[src/rtl/rr_grant_scheduler_pkg.sv]
// rtl/rr_grant_scheduler_pkg.sv - shared types and sizes for the round-robin grant scheduler
//
// Purpose: state encoding and requester sizing shared by the scheduler top
//          and its grant decoder.
// Ports:   none (package).
package rr_grant_scheduler_pkg;

  // Number of requesters and width of a requester index.
  localparam int NUM_REQ = 8;
  localparam int IDX_W   = 3;

  // Scheduler state. The encoding is fixed so the registered state can be
  // probed directly: IDLE=0, GRANT=1.
  typedef enum logic {
    IDLE  = 1'b0,
    GRANT = 1'b1
  } state_e;

endpackage : rr_grant_scheduler_pkg

[src/rtl/rr_grant_scheduler_decoder.sv]
// rtl/rr_grant_scheduler_decoder.sv - 3-to-8 enabled one-hot decoder
//
// Purpose: drives exactly one output bit, selected by a, while e is high;
//          all outputs are low while e is low.
// Ports:
//   a  in   [IDX_W-1:0]    binary select
//   e  in   1              enable
//   D  out  [NUM_REQ-1:0]  one-hot decode of a when e=1, else zero
module decoder
  import rr_grant_scheduler_pkg::*;
(
  input  logic [IDX_W-1:0]   a,
  input  logic               e,
  output logic [NUM_REQ-1:0] D
);

  always_comb begin
    D = '0;
    if (e) begin
      D[a] = 1'b1;
    end
  end

endmodule : decoder

[src/rtl/rr_grant_scheduler.sv]
// rtl/rr_grant_scheduler.sv - round-robin arbiter with bounded grant hold time
//
// Purpose: grants a shared resource to one of eight requesters in round-robin
//          order. A grant lasts while the owner keeps its request high, up to
//          MAX_HOLD cycles, after which it is force-released with a one-cycle
//          timeout pulse. Every release is followed by at least one idle cycle.
// Parameters:
//   MAX_HOLD  maximum consecutive grant cycles (1..255)
//   CNT_W     hold-counter width, 2**CNT_W must exceed MAX_HOLD
// Ports:
//   clk        in   1  clock, rising edge
//   rst_n      in   1  asynchronous active-low reset
//   req        in   8  request vector, held until served
//   gnt        out  8  one-hot grant, zero when no grant is active
//   gnt_idx    out  3  index of the current or most recent grantee
//   gnt_valid  out  1  grant active (equals |gnt)
//   timeout    out  1  one-cycle pulse after a forced release
module rr_grant_scheduler
  import rr_grant_scheduler_pkg::*;
#(
  parameter int MAX_HOLD = 15,
  parameter int CNT_W    = 8
) (
  input  logic               clk,
  input  logic               rst_n,
  input  logic [NUM_REQ-1:0] req,
  output logic [NUM_REQ-1:0] gnt,
  output logic [IDX_W-1:0]   gnt_idx,
  output logic               gnt_valid,
  output logic               timeout
);

  // Counter value on the last permitted grant cycle.
  localparam logic [CNT_W-1:0] HOLD_LAST = CNT_W'(MAX_HOLD - 1);

  state_e             state_q, state_d;
  logic [IDX_W-1:0]   ptr_q, ptr_d;
  logic [IDX_W-1:0]   idx_q, idx_d;
  logic [CNT_W-1:0]   cnt_q, cnt_d;
  logic               timeout_q, timeout_d;
  logic [IDX_W-1:0]   win_idx;

  // Round-robin search: first set request at or above ptr, wrapping 7->0.
  // Scanning offsets from highest to lowest lets the smallest matching offset
  // win by being assigned last. The result is only used when |req.
  always_comb begin
    win_idx = ptr_q;
    for (int i = NUM_REQ - 1; i >= 0; i--) begin
      if (req[ptr_q + IDX_W'(i)]) begin
        win_idx = ptr_q + IDX_W'(i);
      end
    end
  end

  always_comb begin
    state_d   = state_q;
    ptr_d     = ptr_q;
    idx_d     = idx_q;
    cnt_d     = cnt_q;
    timeout_d = 1'b0;

    case (state_q)
      IDLE: begin
        if (|req) begin
          state_d = GRANT;
          idx_d   = win_idx;
          cnt_d   = '0;
        end
      end

      GRANT: begin
        if (!req[idx_q]) begin
          // Owner finished: voluntary release, no timeout.
          state_d = IDLE;
          ptr_d   = idx_q + 1'b1;
        end else if (cnt_q == HOLD_LAST) begin
          // Owner used its full allowance: force release and flag it.
          state_d   = IDLE;
          ptr_d     = idx_q + 1'b1;
          cnt_d     = '0;
          timeout_d = 1'b1;
        end else begin
          cnt_d = cnt_q + 1'b1;
        end
      end

      default: begin
        state_d = IDLE;
      end
    endcase
  end

  always_ff @(posedge clk or negedge rst_n) begin
    if (!rst_n) begin
      state_q   <= IDLE;
      ptr_q     <= '0;
      idx_q     <= '0;
      cnt_q     <= '0;
      timeout_q <= 1'b0;
    end else begin
      state_q   <= state_d;
      ptr_q     <= ptr_d;
      idx_q     <= idx_d;
      cnt_q     <= cnt_d;
      timeout_q <= timeout_d;
    end
  end

  // Grant is decoded purely from registered state, so req never reaches gnt
  // combinationally and reset clears it without waiting for a clock.
  decoder u_decoder (
    .a (idx_q),
    .e (state_q == GRANT),
    .D (gnt)
  );

  assign gnt_idx   = idx_q;
  assign gnt_valid = |gnt;
  assign timeout   = timeout_q;

endmodule : rr_grant_scheduler
[config.mk]
export PLATFORM = sky130hd
export DESIGN_NAME = rr_grant_scheduler
export DESIGN_NICKNAME = d
export VERILOG_FILES = /design/src/rtl/rr_grant_scheduler_pkg.sv /design/src/rtl/rr_grant_scheduler_decoder.sv /design/src/rtl/rr_grant_scheduler.sv
export SDC_FILE = /design/constraint.sdc
export NUM_CORES = 1
export LEC_CHECK = 0
export CAP_MARGIN = 20
export CORE_MARGIN = 1.5
export CORE_UTILIZATION = 25
export DETAILED_ROUTE_END_ITERATION = 16
export GPL_TIMING_DRIVEN = 0
export PLACE_DENSITY = 0.48
export SLEW_MARGIN = 20
export SYNTH_ARGS = -nofsm -noshare
export SYNTH_HDL_FRONTEND = slang
export SYNTH_HIERARCHICAL = 1
export SYNTH_SLANG_ARGS = --single-unit
[constraint.sdc]
create_clock -name clk -period 6.6 [get_ports clk]
set_input_delay 0.99 -clock clk [delete_from_list [all_inputs] [get_ports clk]]
set_output_delay 0.99 -clock clk [all_outputs]
set_load 0.005 [all_outputs]
==> results.py, run 1 <==
metrics = {
    "power": {
        "p_per_area_nw_per_um2": 509,
        "peakVddDrop_mv": 0.161,
        "p_seq_frac": 0.165,
        "p_leak_nw": 0.866,
        "p_switching_uw": 553,
        "comb_power_share": 0.757,
        "pwr-share-clk": 0.077,
        "p_sw_frac": 0.485,
        "power.internal_uw": 588,
    },
    "critical_path": {
        "cp_max_fo": 10,
        "reg2reg_to": "gnt_idx[0]",
        "start_kind": "input port",
        "rrSetupSlack_ns": 3.49,
        "crit_family": "compound AO/OA/AOI/OAI gates",
        "crit_chain": "clkdlybuf4s50_1 -> mux4_1 -> o22ai_1 -> a2111oi_0 -> a41oi_1 -> o22ai_1 -> a21o_1 -> a31oi_1",
        "path_class": "in -> reg",
        "r2r_cells": 13,
        "worstPathArrival_ns": 3.28,
        "cp.depth": 8,
        "cpPeakStageDelay_ns": 0.68,
        "reg2reg_from": "ptr_q[0]",
        "critical_path_buf_inv_count": 1,
        "cp-end-kind": "flop",
        "cpMaxStageDelayCell": "clkdlybuf4s50_1",
        "crit_top_cell": "o22ai_1",
        "worstPathRequired_ns": 6.71,
    },
    "grt": {
        "grt_overflow_total": 0,
        "grt_pass1_vias": 1632,
        "grt_usage": 0.125,
        "grt_max_degree": 17,
        "grt_first_pass_wirelength_um": 8450,
        "antenna_found_initial": 0,
    },
    "floorplanning": {
        "die_area_um2": 8190,
        "core_area_um2": 7330,
        "fp-row-count": 31,
        "io_pins": 23,
        "initial_core_util": 0.261,
        "die_x_um": 90.5,
        "dieHeight_um": 90.5,
    },
    "drt": {
        "postRouteAntennaNets": 0,
        "drc_errors": 0,
        "via_per_inst": 5.22,
        "wl_per_cell_um": 15.1,
        "finalWirelength_um": 5000,
        "drt_first_pass_iters": 4,
        "dr_total_vias": 1734,
        "drtIter0Drc": 94,
    },
    "min_path": {
        "holdPathStages": 1,
        "min_to": "cnt_q[6]",
        "worst_hold_path_type": "reg -> reg",
        "hold_start": "cnt_q[6]",
    },
    "yosys": {
        "syn_inst": 214,
        "netlist_area_um2": 1910,
        "ys_ff_latch": 16,
        "synthFlopType": "dfrtp_1",
        "ys_types": 51,
        "yosys.area_share.simple": 0.222,
        "synth_compound_area_frac": 0.183,
        "mappedNetlistNets": 229,
        "yosysTopAreaCell": "dfrtp_1",
        "synth_edf_count": 0,
        "async_flop_share": 1.00,
        "synthTopCellsByArea": "dfrtp_1 21%, mux4_2 8.2%, mux2i_1 7.8%",
        "ys_seq_area_frac": 0.209,
        "synth.avg_cell_area_um2": 8.95,
        "synth_xor_area_frac": 0.0229,
        "post-synth-top-area-fraction": 0.209,
        "yosysWarnings": 6,
        "synth_fa_ha_area_frac": 0.0327,
        "synth_common_cells": "18 x nand2_1, 16 x dfrtp_1, 15 x mux2i_1",
        "synth.mux.area_fraction": 0.260,
        "synth.most_common_cell": "nand2_1",
        "synth_top_family_by_area": "multiplexers",
    },
    "clocking": {
        "clk_root_buffer_cell": "clkbuf_8",
        "htreeDepth": 1,
        "post_cts_resized": 0,
        "clock_latency_ns": 0.26,
        "ctsHoldBuffers": 0,
        "cts_sinks": 16,
        "cts_inserted_buffers": 3,
        "path_clk_slew_ns": 0.07,
        "clock_path_buffers": 2,
        "cts_tree": "built",
        "post_cts_buffers": 0,
    },
    "place": {
        "gp_congestion": 0.772,
        "dp_slack_ns": 3.17,
        "port_buffers": 15,
        "hpwl_um": 3770,
    },
    "timing": {
        "max_freq_mhz": 315,
        "skew_ns": 0.00781,
        "finalHoldViolCount": 0,
        "worst_pin_slew_ns": 0.721,
        "timing.final.ws_setup_ns": 3.42,
        "final.setup.tns_ns": 0,
        "fin_crit_sh": 0.482,
        "maxSlewViolCount": 0,
        "min_period_ns": 3.18,
        "slew_headroom": 0.518,
        "rsz0062_at_grt": "no",
        "setup_viol": 0,
    },
    "final_layout": {
        "fin_nets": 249,
        "antenna-diode-count": 0,
        "syn_to_final_growth_pct": 17.2,
        "final_layout_size_suffix_gt1_frac": 0.142,
    },
    "job": {
        "maxCapViolCount": 0,
    },
    "status": {
        "status": "finished, final reports clean",
    },
}
-- metrics by stage --
stage          power (mW)   util  cells  instance area [um2]  hold slack, ns
5_1_grt              1.25  0.306    332                 2240           0.539
3_5_place_dp         1.06  0.299    328                 2190           0.503
4_1_cts              1.15  0.306    332                 2240           0.517
3_3_place_gp         1.06  0.299    328                 2190           0.503
2_1_floorplan       0.824      -    214                 1910           0.467
6_report             1.14  0.306    332                 2240           0.517
-- cells by family (layout without fill, tap and decap cells) --
logic type | Yosys count | after routing
simple gates | 75 | 75
compound gates | 54 | 54
mux | 32 | 32
buf+inv | 27 | 46
flops | 16 | 16
fa+ha+maj | 5 | 5
xor+xnor | 5 | 5
-- cell type report --
cell class | count | area [um2]
Buffer | 17 | 97.6
Multi-Input combinational cell | 171 | 1380
Tap cell | 99 | 124
Sequential cell | 16 | 400
Timing Repair Buffer | 15 | 150
Clock buffer | 4 | 55.1
Inverter | 10 | 37.5
Fill cell | 793 | 5090
-- registers in the layout, indices dropped and copies added, names as in the netlist --
signal	count
timeout	1
cnt_q	8
ptr_q	3
state_q	1
gnt_idx	3
-- layout by cell type (no fill, tap or decap), types with 4 or more instances in the layout --
| cell type | n |
|---|---|
| o22ai_1 | 4 |
| clkbuf_8 | 4 |
| nor2_1 | 12 |
| mux4_2 | 7 |
| mux4_1 | 5 |
| dfrtp_1 | 16 |
| inv_1 | 10 |
| clkdlybuf4s50_1 | 15 |
| and3_1 | 4 |
| clkbuf_1 | 10 |
| nand2b_1 | 8 |
| nand2_1 | 18 |
| o21ai_0 | 12 |
| mux2_2 | 4 |
| o211ai_1 | 4 |
| nand3_1 | 6 |
| a21oi_1 | 12 |
| a31oi_1 | 4 |
| nor3_1 | 7 |
| mux2i_1 | 15 |
| nor4_1 | 5 |
| ha_1 | 5 |
-- power groups by stage --
| stage | Sequential (mW) | Clock, mW | Combinational [mW] |
|---|---|---|---|
| 6_report | 0.189 | 0.0885 | 0.864 |
| 5_1_grt | 0.198 | 0.0939 | 0.960 |
| 4_1_cts | 0.191 | 0.0919 | 0.869 |
| 3_5_place_dp | 0.193 | 0 | 0.864 |
| 3_3_place_gp | 0.192 | 0 | 0.871 |
| 2_1_floorplan | 0.173 | 0 | 0.651 |
-- worst max path at each step --
stage	from	endpoint
after global routing	req[1]	gnt_idx[1]
after global placement	req[1]	gnt_idx[1]
after detailed placement	req[1]	gnt_idx[1]
final	req[1]	gnt_idx[1]
after CTS	req[1]	gnt_idx[1]
after floorplan	ptr_q[0]	gnt_idx[0]
-- layer usage --
| layer | global-route usage | part of all wire |
|---|---|---|
| met1 | 0.184 | 0.51 |
| met2 | 0.194 | 0.46 |
| met3 | 0.0168 | 0.030 |
| met4 | 0.0278 | 0.0034 |
| met5 | 0 | 0 |
(Power assumes the default switching activity.)
==> run 2, diff against run 1 <==
clock period = 3 ns   (was 6.6 ns; I/O delays follow)
==> run 2 against run 1 <==
Via count fell by 0.17%; core utilization rose by 0.22 points; die area did not move; clock power rose by 120%; highest routed layer unchanged; largest power group unchanged; largest cell class unchanged; non-clock buffer count fell by 1; sequential power rose by 120%; global-route usage barely moved.
==> results.py, run 2 (synthesized netlist as in run 1, its figures left out) <==
metrics = {
    "status": {
        "status": "finished, final reports clean",
    },
    "timing": {
        "slew_headroom": 0.519,
        "maxSlewViolCount": 0,
        "worst_pin_slew_ns": 0.720,
        "min_period_ns": 2.78,
        "finalHoldViolCount": 0,
        "skew_ns": 0.00788,
        "fin_crit_sh": 0.926,
        "timing.final.ws_setup_ns": 0.221,
        "max_freq_mhz": 360,
        "setup_viol": 0,
        "rsz0062_at_grt": "no",
    },
    "grt": {
        "grt_pass1_vias": 1621,
        "grt_max_degree": 17,
        "grt_overflow_total": 0,
        "grt_first_pass_wirelength_um": 8450,
        "antenna_found_initial": 0,
        "grt_usage": 0.125,
    },
    "place": {
        "port_buffers": 15,
        "placed_area_um2": 2190,
        "hpwl_um": 3770,
        "dp_slack_ns": -0.131,
        "gp_congestion": 0.772,
    },
    "critical_path": {
        "crit_start": "ptr_q[1]",
        "worstPathRequired_ns": 3.10,
        "crit_top_cell": "buf_4",
        "r2r_cells": 12,
        "rrSetupSlack_ns": 0.22,
        "crit_path_end": "gnt_idx[0]",
        "path_class": "reg -> reg",
        "crit_chain": "buf_2 -> buf_4 -> inv_1 -> ha_4 -> buf_4 -> mux4_2 -> nand2_1 -> o21ai_1 -> o21a_1 -> o311ai_2 -> xnor2_1 -> a21oi_1",
        "cpMaxStageDelayCell": "mux4_2",
        "worstPathArrival_ns": 2.88,
        "crit_family": "buffers and inverters",
        "reg2reg_to": "gnt_idx[0]",
        "cp.depth": 12,
        "cpPeakStageDelay_ns": 0.37,
        "cp_max_fo": 10,
        "cp-end-kind": "flop",
        "reg2reg_from": "ptr_q[1]",
        "start_kind": "flop",
        "critical_path_buf_inv_count": 4,
    },
    "floorplanning": {
        "io_pins": 23,
        "initial_core_util": 0.261,
        "dieHeight_um": 90.5,
        "die_x_um": 90.5,
        "core_area_um2": 7330,
        "fp-row-count": 31,
        "die_area_um2": 8190,
    },
    "final_layout": {
        "multi_input_area_um2": 1400,
        "final_cell_mix": "18 x nand2_1, 16 x dfrtp_1, 15 x mux2i_1, 15 x clkdlybuf4s50_1",
        "nFillCells": 790,
        "seq_area_um2": 400,
        "fin_nets": 248,
        "final_layout_size_suffix_gt1_frac": 0.147,
        "largest_reg_flops": 8,
        "top_register": "cnt_q",
        "antenna-diode-count": 0,
        "layout_commonest_cell": "nand2_1",
        "syn_to_final_growth_pct": 18.0,
        "fin_area_um2": 2260,
    },
    "clocking": {
        "path_clk_slew_ns": 0.06,
        "cts_inserted_buffers": 3,
        "clock_latency_ns": 0.26,
        "clk_root_buffer_cell": "clkbuf_8",
        "clock_path_buffers": 2,
        "htreeDepth": 1,
        "post_cts_buffers": 0,
        "cts_sinks": 16,
        "cts_tree": "built",
    },
    "drt": {
        "dr_total_vias": 1731,
        "drc_errors": 0,
        "drtIter0Drc": 90,
        "wl_per_cell_um": 15.1,
        "finalWirelength_um": 5000,
        "postRouteAntennaNets": 0,
        "drt_first_pass_iters": 4,
        "via_per_inst": 5.23,
    },
    "power": {
        "p_leak_nw": 0.864,
        "peakVddDrop_mv": 0.353,
        "p_per_area_nw_per_um2": 1140,
    },
    "min_path": {
        "worst_hold_path_type": "reg -> reg",
    },
    "job": {
        "maxCapViolCount": 0,
    },
}
-- run 2: worst register-to-register path, stage by stage (launching register included) --
cell and delay (ns):
dfrtp_1 0.35, buf_2 0.18, buf_4 0.21, inv_1 0.11
ha_4 0.30, buf_4 0.18, mux4_2 0.37, nand2_1 0.08
o21ai_1 0.10, o21a_1 0.22, o311ai_2 0.25, xnor2_1 0.19
a21oi_1 0.09
-- run 2: final cells by class --
| type | instances | area share |
|---|---|---|
| Timing Repair Buffer | 15 | 0.0664 |
| Tap cell | 99 | 0.0548 |
| Clock buffer | 4 | 0.0244 |
| Buffer | 16 | 0.0410 |
| Multi-Input combinational cell | 171 | 0.620 |
| Inverter | 10 | 0.0166 |
| Sequential cell | 16 | 0.177 |
-- run 2: stage by stage --
| stage | TNS [ns] | instances | hold slack, ns | util | total power, mW |
|---|---|---|---|---|---|
| detailed placement | -0.153 | 328 | 0.503 | 0.299 | 2.33 |
| CTS | 0 | 332 | 0.517 | 0.309 | 2.60 |
| finish | 0 | 331 | 0.515 | 0.308 | 2.57 |
| global route | 0 | 331 | 0.539 | 0.308 | 2.81 |
| floorplan | 0 | 214 | 0.154 | - | 1.81 |
| global placement | -0.242 | 328 | 0.503 | 0.299 | 2.34 |
-- run 2: timing repair --
action / 4_1_cts / 5_1_grt
endpoints found under the hold margin: 0 / 0
pin swaps: 0 / 1
hold buffers: 0 / 0
cloned: 0 / 0
endpoints found under the setup margin: 3 / 3
gates resized for setup: 4 / 0
-- run 2: report_power, final --
part	switching [mW]	internal, mW	total (mW)
Sequential	0.132	0.284	0.416
Combinational	1.03	0.930	1.96
Clock	0.0781	0.117	0.195
Total	1.24	1.33	2.57
-- run 2: per-layer routing --
metal,share of wire,routed length (um),global-route usage
met5,0,0,0
met1,0.52,2620,0.184
met2,0.45,2240,0.193
met4,0.0034,17,0.0278
met3,0.024,119,0.0168
-- run 2: worst min path at each step --
stage	end	slack [ns]	depth (start not counted)	from
3_3_place_gp	cnt_q[6]	0.50	1	cnt_q[6]
4_1_cts	cnt_q[6]	0.52	1	cnt_q[6]
5_1_grt	cnt_q[6]	0.54	1	cnt_q[6]
3_5_place_dp	cnt_q[6]	0.50	1	cnt_q[6]
2_1_floorplan	cnt_q[0]	0.15	0	rst_n
6_report	cnt_q[6]	0.51	1	cnt_q[6]
==> run 3, diff against run 2 <==
CAP_MARGIN = unset   (was 20)
CORE_UTILIZATION = 43   (was 25)
PLACE_DENSITY = 0.7   (was 0.48)
==> run 3 against run 2 <==
Clock power is 17% lower; combinational power shrank 2%; cell count is 15% lower; via count is 0.23% higher; highest routed layer is now met3; routed wire length decreased by 9.0%.
==> results.py, run 3 (synthesized netlist as in run 1, its figures left out) <==
metrics = {
    "critical_path": {
        "path_class": "reg -> reg",
        "cp-end-kind": "flop",
        "start_kind": "flop",
        "worstPathArrival_ns": 2.92,
        "worstPathRequired_ns": 3.17,
        "cp_max_fo": 10,
    },
    "clocking": {
        "htreeDepth": 1,
        "ctsHoldBuffers": 0,
        "cts_tree": "built",
        "clock_path_buffers": 2,
        "path_clk_slew_ns": 0.06,
        "clk_root_buffer_cell": "clkbuf_8",
        "cts_sinks": 16,
        "clock_latency_ns": 0.25,
        "cts_inserted_buffers": 3,
    },
    "place": {
        "place_inst": 281,
        "placed_area_um2": 2130,
        "gp_congestion": 0.892,
        "hpwl_um": 3310,
        "port_buffers": 15,
    },
    "timing": {
        "min_period_ns": 2.75,
        "skew_ns": 0.00428,
        "slew_headroom": 0.509,
        "holdWs_ns": 0.508,
        "maxSlewViolCount": 0,
        "rsz0062_at_grt": "no",
        "max_freq_mhz": 364,
        "fin_crit_sh": 0.916,
        "setup_viol": 0,
        "worst_pin_slew_ns": 0.734,
        "finalHoldViolCount": 0,
    },
    "floorplanning": {
        "core_area_um2": 4320,
        "die_x_um": 69.7,
        "initial_core_util": 0.443,
        "dieHeight_um": 69.7,
        "fp-row-count": 24,
        "die_area_um2": 4860,
        "io_pins": 23,
    },
    "power": {
        "pwr-share-clk": 0.065,
        "p_switching_mw": 1.20,
        "p_per_area_nw_per_um2": 1140,
        "p_sw_frac": 0.480,
        "power.internal_mw": 1.30,
        "comb_power_share": 0.770,
        "p_seq_frac": 0.165,
        "p_leak_nw": 0.856,
        "peakVddDrop_mv": 0.389,
    },
    "grt": {
        "grt_usage": 0.192,
        "antenna_found_initial": 0,
        "grt_first_pass_wirelength_um": 7730,
        "grt_max_degree": 17,
        "grt_overflow_total": 0,
        "grt_pass1_vias": 1610,
    },
    "final_layout": {
        "final_layout_size_suffix_gt1_frac": 0.143,
        "final_cell_mix": "18 x nand2_1, 16 x dfrtp_1, 15 x mux2i_1, 15 x clkdlybuf4s50_1",
        "seq_area_um2": 400,
        "antenna-diode-count": 0,
        "stdcell_count": 283,
        "fin_util": 0.505,
        "multi_input_area_um2": 1400,
        "syn_to_final_growth_pct": 14.2,
        "fin_nets": 248,
        "layout_commonest_cell": "nand2_1",
        "nFillCells": 421,
        "fin_area_um2": 2190,
        "largest_reg_flops": 8,
        "top_register": "cnt_q",
    },
    "drt": {
        "drtIter0Drc": 149,
        "drt_first_pass_iters": 4,
        "postRouteAntennaNets": 0,
        "via_per_inst": 6.13,
        "drc_errors": 0,
        "finalWirelength_um": 4540,
        "dr_total_vias": 1735,
        "wl_per_cell_um": 16.1,
    },
    "min_path": {
        "worst_hold_path_type": "reg -> reg",
    },
    "job": {
        "maxCapViolCount": 0,
    },
    "status": {
        "status": "finished, final reports clean",
    },
}
run 3: cell types whose count changed in the layout (fill, tap and decap cells not counted):
cell       previous run  this run
a2111oi_1             1         0
a2111oi_0             0         1
clkbuf_8              4         3
run 3: final timing paths:
check / startpoint / end / slack (ns) / depth (start not counted)
worst max-delay path: ptr_q[1] / gnt_idx[1] / 0.25 / 12
worst min-delay path: cnt_q[6] / cnt_q[6] / 0.51 / 1
worst max register to register: ptr_q[1] / gnt_idx[1] / 0.25 / 12
worst min register to register: cnt_q[6] / cnt_q[6] / 0.51 / 1
max in group asynchronous: rst_n / gnt_idx[0] / 1.90 / 1
min in group asynchronous: rst_n / cnt_q[4] / 0.64 / 1
run 3: area by class of cell:
type	instances	share of cell area
Multi-Input combinational cell	171	0.640
Sequential cell	16	0.183
Timing Repair Buffer	15	0.0687
Buffer	16	0.0424
Tap cell	52	0.0298
Clock buffer	3	0.0189
Inverter	10	0.0172
run 3: worst max-delay path: stages (launching register included):
cell      delay (ns)
dfrtp_1         0.35
buf_2           0.18
buf_4           0.21
inv_1           0.11
ha_4            0.31
buf_4           0.18
mux4_2          0.36
nor2_1          0.14
a21oi_1         0.08
or2_2           0.32
o211ai_1        0.15
o21ai_0         0.11
a31oi_1         0.17
run 3: power by group through the flow:
stage	combinational, mW	clock (mW)	sequential (mW)
after global routing	2.11	0.177	0.432
final	1.92	0.162	0.412
after floorplan	1.43	0	0.380
after detailed placement	1.85	0	0.416
after global placement	1.83	0	0.411
after CTS	1.87	0.164	0.412
run 3: what timing repair did:
action	CTS	global route
pin swaps	0	0
resized for setup	1	2
setup buffers	0	0
setup endpoints to repair	3	3
hold endpoints to repair	0	0
run 3: per-stage QoR:
stage	setup WS (ns)	total power, mW	setup TNS [ns]
floorplan	0.301	1.81	0
global placement	-0.0245	2.25	-0.0245
detailed placement	-0.0401	2.27	-0.0401
CTS	0.00324	2.44	0
global route	0.108	2.72	0
finish	0.251	2.50	0
run 3: metal layers:
layer	share of wire	wire, um	global-route usage	vias up
li1	-	-	-	855
met1	0.49	2250	0.283	836
met2	0.47	2120	0.308	44
met3	0.038	171	0.0305	0
met4	0	0	0.0214	0
met5	0	0	0	-
